$ cat src/rtl/drain_sched.sv
// Round-robin drain stage: paces grants to four upstream capture queues, pulses a
// one-hot pop back upstream, and keeps per-queue read counters and occupancy.
module drain_sched #(
  parameter int unsigned DRAIN_PERIOD = 4,
  parameter int unsigned CNT_W        = 8
) (
  input  logic                 clk,
  input  logic                 rst,
  input  logic                 enable,
  input  logic [17:0]          buf1_i,
  input  logic [17:0]          buf2_i,
  input  logic [17:0]          buf3_i,
  input  logic [17:0]          buf4_i,
  output logic [3:0]           pop_o,
  output logic                 rd_valid_o,
  output logic [1:0]           rd_src_o,
  output logic [1:0]           rd_data_o,
  output logic [4*CNT_W-1:0]   rd_cnt_o,
  output logic [11:0]          occ_o,
  output logic                 busy_o
);

  localparam int unsigned      TMR_W      = (DRAIN_PERIOD > 1) ? $clog2(DRAIN_PERIOD) : 1;
  localparam logic [TMR_W-1:0] TMR_RELOAD = TMR_W'(DRAIN_PERIOD - 1);

  typedef enum logic [1:0] {S_IDLE, S_WAIT, S_GRANT, S_SETTLE} state_t;

  state_t           state_q, state_d;
  logic [TMR_W-1:0] tmr_q, tmr_d;
  logic [1:0]       ptr_q, ptr_d;
  logic [3:0]       pop_q, pop_d;
  logic             valid_q, valid_d;
  logic [1:0]       src_q, src_d;
  logic [1:0]       data_q, data_d;
  logic [CNT_W-1:0] cnt_q [4];
  logic [CNT_W-1:0] cnt_d [4];
  logic [11:0]      occ_q, occ_d;

  logic [17:0]      bufs [4];
  logic [3:0]       head_v;
  logic             win_found;
  logic [1:0]       win_idx;
  logic [1:0]       cand;

  function automatic logic [2:0] occ_of(input logic [17:0] b);
    logic [2:0] n;
    n = '0;
    for (int unsigned k = 0; k < 6; k++) n = n + 3'(b[3*k]);
    return n;
  endfunction

  always_comb begin
    bufs[0] = buf1_i;
    bufs[1] = buf2_i;
    bufs[2] = buf3_i;
    bufs[3] = buf4_i;
    for (int unsigned q = 0; q < 4; q++) head_v[q] = bufs[q][0];
  end

  // Search ptr+1, ptr+2, ptr+3, ptr; the 2-bit add wraps modulo 4.
  always_comb begin
    win_found = 1'b0;
    win_idx   = ptr_q;
    cand      = '0;
    for (int unsigned i = 1; i <= 4; i++) begin
      cand = ptr_q + 2'(i);
      if (!win_found && head_v[cand]) begin
        win_found = 1'b1;
        win_idx   = cand;
      end
    end
  end

  always_comb begin
    occ_d = '0;
    for (int unsigned q = 0; q < 4; q++) occ_d[3*q +: 3] = occ_of(bufs[q]);
  end

  always_comb begin
    state_d = state_q;
    tmr_d   = tmr_q;
    ptr_d   = ptr_q;
    pop_d   = '0;
    valid_d = 1'b0;
    src_d   = src_q;
    data_d  = data_q;
    cnt_d   = cnt_q;
    unique case (state_q)
      S_IDLE: begin
        tmr_d = '0;
        if (enable) begin
          state_d = S_WAIT;
          tmr_d   = TMR_RELOAD;
        end
      end
      S_WAIT: begin
        if (!enable) begin
          state_d = S_IDLE;
          tmr_d   = '0;
        end else if (tmr_q == '0) begin
          state_d = S_GRANT;
        end else begin
          tmr_d = tmr_q - 1'b1;
        end
      end
      S_GRANT: begin
        if (!enable) begin
          state_d = S_IDLE;
          tmr_d   = '0;
        end else if (win_found) begin
          state_d = S_SETTLE;
          pop_d   = 4'b0001 << win_idx;
          valid_d = 1'b1;
          src_d   = win_idx;
          data_d  = bufs[win_idx][2:1];
          ptr_d   = win_idx;
          if (cnt_q[win_idx] != '1) cnt_d[win_idx] = cnt_q[win_idx] + 1'b1;
        end else begin
          state_d = S_WAIT;
          tmr_d   = TMR_RELOAD;
        end
      end
      // The pop issued in GRANT is always allowed to finish here.
      S_SETTLE: begin
        if (enable) begin
          state_d = S_WAIT;
          tmr_d   = TMR_RELOAD;
        end else begin
          state_d = S_IDLE;
          tmr_d   = '0;
        end
      end
      default: state_d = S_IDLE;
    endcase
  end

  always_ff @(posedge clk) begin
    if (rst) begin
      state_q <= S_IDLE;
      tmr_q   <= '0;
      ptr_q   <= 2'd3;
      pop_q   <= '0;
      valid_q <= 1'b0;
      src_q   <= '0;
      data_q  <= '0;
      cnt_q   <= '{default: '0};
      occ_q   <= '0;
    end else begin
      state_q <= state_d;
      tmr_q   <= tmr_d;
      ptr_q   <= ptr_d;
      pop_q   <= pop_d;
      valid_q <= valid_d;
      src_q   <= src_d;
      data_q  <= data_d;
      cnt_q   <= cnt_d;
      occ_q   <= occ_d;
    end
  end

  always_comb begin
    rd_cnt_o = '0;
    for (int unsigned q = 0; q < 4; q++) rd_cnt_o[q*CNT_W +: CNT_W] = cnt_q[q];
  end

  assign pop_o      = pop_q;
  assign rd_valid_o = valid_q;
  assign rd_src_o   = src_q;
  assign rd_data_o  = data_q;
  assign occ_o      = occ_q;
  assign busy_o     = (state_q != S_IDLE);

endmodule

$ cat config.mk
export PLATFORM = sky130hd
export DESIGN_NAME = drain_sched
export DESIGN_NICKNAME = d
export VERILOG_FILES = /design/src/rtl/drain_sched.sv
export SDC_FILE = /design/constraint.sdc
export NUM_CORES = 1
export LEC_CHECK = 0
export CAP_MARGIN = 20
export CORE_UTILIZATION = 42
export DETAILED_ROUTE_END_ITERATION = 8
export GPL_ROUTABILITY_DRIVEN = 1
export PLACE_DENSITY_LB_ADDON = 0.25
export SKIP_LAST_GASP = 1
export SYNTH_ARGS = -nofsm -noshare
export SYNTH_HDL_FRONTEND = slang
export SYNTH_SLANG_ARGS = --single-unit
$ cat constraint.sdc
create_clock -name clk -period 4.4 [get_ports clk]
set_input_delay 0.66 -clock clk [delete_from_list [all_inputs] [get_ports clk]]
set_output_delay 0.66 -clock clk [all_outputs]
set_load 0.01 [all_outputs]
==> metrics.txt <==
# TYPE chip_impl_metric gauge
chip_impl_info{name="outcome",value="completed"} 1
chip_impl_metric{name="detailed_place_hpwl",unit="um"} 4704
chip_impl_metric{name="area_delta_synth_final",unit="%"} 43.02
chip_impl_metric{name="mappedNetlistArea",unit="sq um"} 2903
chip_impl_metric{name="num-nets-final",unit=""} 497
chip_impl_info{name="tritoncts_clock_tree",value="built"} 1
chip_impl_info{name="cp_cell_sequence",value="clkdlybuf4s50_1 -> or2b_1 -> a21oi_2 -> nor3_4 -> mux2i_1 -> mux2_2 -> inv_1 -> ha_1 -> inv_1 -> a221o_1 -> nor2b_1 -> a211oi_1 -> buf_4 -> mux2i_1 -> nor2_1"} 1
chip_impl_metric{name="final_cell_area",unit="sq um"} 4151
chip_impl_metric{name="yosys_warnings",unit=""} 0
chip_impl_metric{name="synth-simple-area-share",unit=""} 0.1655
chip_impl_metric{name="synthesis.nets",unit=""} 394
chip_impl_metric{name="dieWidth",unit="um"} 85.14
chip_impl_metric{name="post_drt_via_cell_ratio",unit=""} 5.002
chip_impl_metric{name="max-vdd-ir-drop",unit="uV"} 163.1
chip_impl_info{name="synth.most_common_cell",value="dfxtp_1"} 1
chip_impl_info{name="synth.largest_area_cell",value="dfxtp_1"} 1
chip_impl_metric{name="gpl.final_weighted_congestion",unit=""} 0.7581
chip_impl_metric{name="avgRoutedWirePerCell",unit="um"} 13.37
chip_impl_metric{name="die_height",unit="um"} 85.14
chip_impl_metric{name="min_period_over_period",unit=""} 0.9288
chip_impl_metric{name="post-route-worst-setup-slack",unit="ps"} 313.1
chip_impl_metric{name="post_route_cells_drive_above_1_share",unit=""} 0.1076
chip_impl_metric{name="first_pass_iters",unit=""} 4
chip_impl_metric{name="path_clk_slew",unit="ps"} 70
chip_impl_info{name="timing.setup.critical_path_class",value="input pin to register"} 1
chip_impl_metric{name="antenna-diode-count",unit=""} 0
chip_impl_metric{name="synth-edff-count",unit=""} 0
chip_impl_metric{name="cts-root-to-sink-buffers",unit=""} 2
chip_impl_info{name="worst_path_max_delay_cell",value="a211oi_1"} 1
chip_impl_metric{name="synth_top_area_share",unit=""} 0.4069
chip_impl_metric{name="drv_cap",unit=""} 0
chip_impl_metric{name="power.static_leakage",unit="nW"} 1.628
chip_impl_metric{name="timing.final.hold_violations",unit=""} 0
chip_impl_info{name="rsz0062_at_grt",value="false"} 1
chip_impl_metric{name="port-buffer-count",unit=""} 88
chip_impl_metric{name="antenna_violations_before_repair",unit=""} 0
chip_impl_metric{name="post_place_setup_slack",unit="ps"} -13.18
chip_impl_metric{name="fmax",unit="GHz"} 0.2447
chip_impl_metric{name="postSynth.asyncResetShare",unit=""} 0
chip_impl_metric{name="track_usage",unit=""} 0.1946
chip_impl_metric{name="grt_max_degree",unit=""} 55
chip_impl_metric{name="post_cts_hold_buffer_count",unit=""} 0
chip_impl_metric{name="die-area",unit="sq um"} 7248
chip_impl_metric{name="place_area",unit="sq um"} 3928
chip_impl_info{name="synth_flop_cell",value="dfxtp_1"} 1
chip_impl_metric{name="finish.cell_count_without_fillers",unit=""} 486
chip_impl_metric{name="worst-slew-pin-transition",unit="ps"} 1112
chip_impl_metric{name="synth_adder_area_share",unit=""} 0.1086
chip_impl_metric{name="critical_path_arrival",unit="ps"} 4270
chip_impl_metric{name="fillers",unit=""} 545
chip_impl_metric{name="minimum_clock_period_after_layout",unit="ps"} 4087
chip_impl_metric{name="floorplan.rows",unit=""} 29
chip_impl_metric{name="critPathMaxFanout",unit=""} 7
chip_impl_info{name="startpoint_type",value="input pin"} 1
chip_impl_metric{name="synth_mux_area_frac",unit=""} 0.1177
chip_impl_metric{name="detail_route.drc_violations",unit=""} 0
chip_impl_metric{name="cp_data_required_time",unit="ps"} 4590
chip_impl_metric{name="floorplan.core_area",unit="sq um"} 6495
chip_impl_metric{name="detail_route.iter0.violations",unit=""} 102
chip_impl_metric{name="cts_made_buffers",unit=""} 9
chip_impl_metric{name="io_pins",unit=""} 129
chip_impl_metric{name="slew_violations",unit=""} 0
chip_impl_info{name="main_combinational_cell_family_by_area_after_synthesis",value="simple AND/OR/NAND/NOR gates"} 1
chip_impl_metric{name="grt_pass1_wl",unit="um"} 10940
chip_impl_metric{name="pwr_density_cell",unit="nW/um^2"} 321.0
chip_impl_metric{name="synth_xor_area_frac",unit=""} 0.01810
chip_impl_metric{name="total_setup_violations_reported_at_the_end_of_the_flow",unit=""} 0
chip_impl_metric{name="postCtsSetupRepairBufs",unit=""} 0
chip_impl_metric{name="hold_ws",unit="ps"} 491.4
chip_impl_metric{name="final.setup_skew",unit="ps"} 9.018
chip_impl_info{name="synth_top_cells_by_area",value="dfxtp_1 41%, mux2i_1 11%, fa_1 8.3%"} 1
chip_impl_metric{name="postSynthAreaPerCell",unit="sq um"} 9.644
chip_impl_metric{name="grt.overflow.total",unit=""} 0
chip_impl_metric{name="worst-r2r-setup-slack",unit="ps"} 790
chip_impl_metric{name="total_number_of_clock_tree_sinks",unit=""} 59
chip_impl_info{name="worstHoldPathType",value="register to register"} 1
chip_impl_metric{name="cts-resized-gates",unit=""} 0
chip_impl_metric{name="slowest_delay",unit="ps"} 890
chip_impl_metric{name="synth-seq-cells",unit=""} 59
chip_impl_metric{name="clk_latency",unit="ps"} 340
chip_impl_metric{name="synth_cell_type_count",unit=""} 41
chip_impl_metric{name="via_count_of_the_first_global_routing_pass",unit=""} 2359
chip_impl_metric{name="portion_of_the_post_synthesis_area_used_by_sequential_elements",unit=""} 0.4069
chip_impl_metric{name="synth_compound_gate_area_share",unit=""} 0.1151
chip_impl_metric{name="routed_wirelength",unit="um"} 6500
chip_impl_info{name="library_cell_used_as_clock_root_buffer",value="clkbuf_8"} 1
chip_impl_metric{name="vias",unit=""} 2431
chip_impl_metric{name="start_util",unit=""} 0.4469
chip_impl_metric{name="route.antenna.remaining_nets",unit=""} 0
chip_impl_metric{name="layout.core_utilization",unit=""} 0.6392
chip_impl_info{name="netlist_top_cells_count",value="59 x dfxtp_1, 45 x nor2_1, 33 x mux2i_1, 24 x inv_1"} 1
chip_impl_info{name="setup_crit_end_kind",value="register"} 1
chip_impl_metric{name="htree_levels",unit=""} 3
chip_impl_metric{name="syn_inst",unit=""} 301
chip_impl_metric{name="placed_cells",unit=""} 469
chip_impl_metric{name="slew-limit-headroom",unit=""} 0.2590
## critical path: cells and delay by family
kind | cells | cell delay (ps)
compound gates | 3 | 1080
fa+ha+maj | 1 | 210
buf+inv | 4 | 960
mux | 3 | 580
simple gates | 4 | 750
## cells in the final DEF, fill, tap and decap left out, types with 2 or more instances in the layout
cell / instances
nor4_1: 4
clkinvlp_4: 3
nand2b_1: 3
a22o_1: 5
nand3_1: 2
clkinv_2: 2
mux2i_1: 33
and2_0: 2
nor2_1: 45
o21ai_0: 2
bufinv_16: 2
xnor2_1: 5
dfxtp_1: 59
buf_4: 20
clkdlybuf4s50_1: 87
nor2b_1: 15
a21oi_1: 17
ha_1: 6
clkbuf_8: 9
inv_1: 24
a211oi_1: 17
fa_1: 12
nand2_1: 14
## cell type report
| cell class | instances | area, sq um | share of cell area |
|---|---|---|---|
| clock inverters | 7 | 92.59 | 0.02230 |
| repair buffers | 108 | 1026 | 0.2471 |
| well taps | 77 | 96.34 | 0.02321 |
| flip-flops and latches | 59 | 1181 | 0.2845 |
| clock buffers | 9 | 123.9 | 0.02984 |
| multi-input cells | 202 | 1541 | 0.3713 |
| inverters | 24 | 90.09 | 0.02170 |
## logic make-up after synthesis
kind of cell	Yosys count
buffers and inverters	40
XOR/XNOR	6
multiplexers	34
flip-flops	59
AND/OR/NAND/NOR	95
adder cells (fa/ha/maj)	18
AO/OA/AOI/OAI	49
## registers in the layout, summed over array words and instances (netlist names)
name and flops:
tmr_q 2, pop_o 4, rd_src_o 2, rd_valid_o 1, ptr_q 2, state_q 2, rd_data_o 2, occ_o 12
rd_cnt_o 32
## metal layers
metal | wire length [um] | vias to the layer above | GRT usage
met5 | 0 | - | 0
li1 | - | 1216 | -
met2 | 2874 | 71 | 0.2999
met4 | 147 | 0 | 0.09399
met1 | 3060 | 1130 | 0.2509
met3 | 418 | 14 | 0.05642
## power breakdown
group / internal (mW) / leakage, nW / switching [mW]
combinational: 0.123 / 1.05 / 0.107
sequential: 0.557 / 0.479 / 0.00715
clock: 0.316 / 0.101 / 0.223
## path summary, 6_finish.rpt
check	from	endpoint	depth (start not counted)
min reg2reg	rd_data_o[1]	rd_data_o[1]	2
max reg2reg	ptr_q[1]	rd_cnt_o[9]	14
min	rd_data_o[1]	rd_data_o[1]	2
max	buf2_i[0]	rd_cnt_o[9]	15
## per-stage QoR
| stage | power [mW] | TNS (ps) |
|---|---|---|
| 6_report | 1.333 | 0 |
| 5_1_grt | 1.398 | 0 |
| 4_1_cts | 1.345 | 0 |
| 3_5_place_dp | 0.8063 | -13.18 |
| 3_3_place_gp | 0.7994 | 0 |
| 2_1_floorplan | 0.6971 | 0 |
Power figures use the tool's default switching activity.
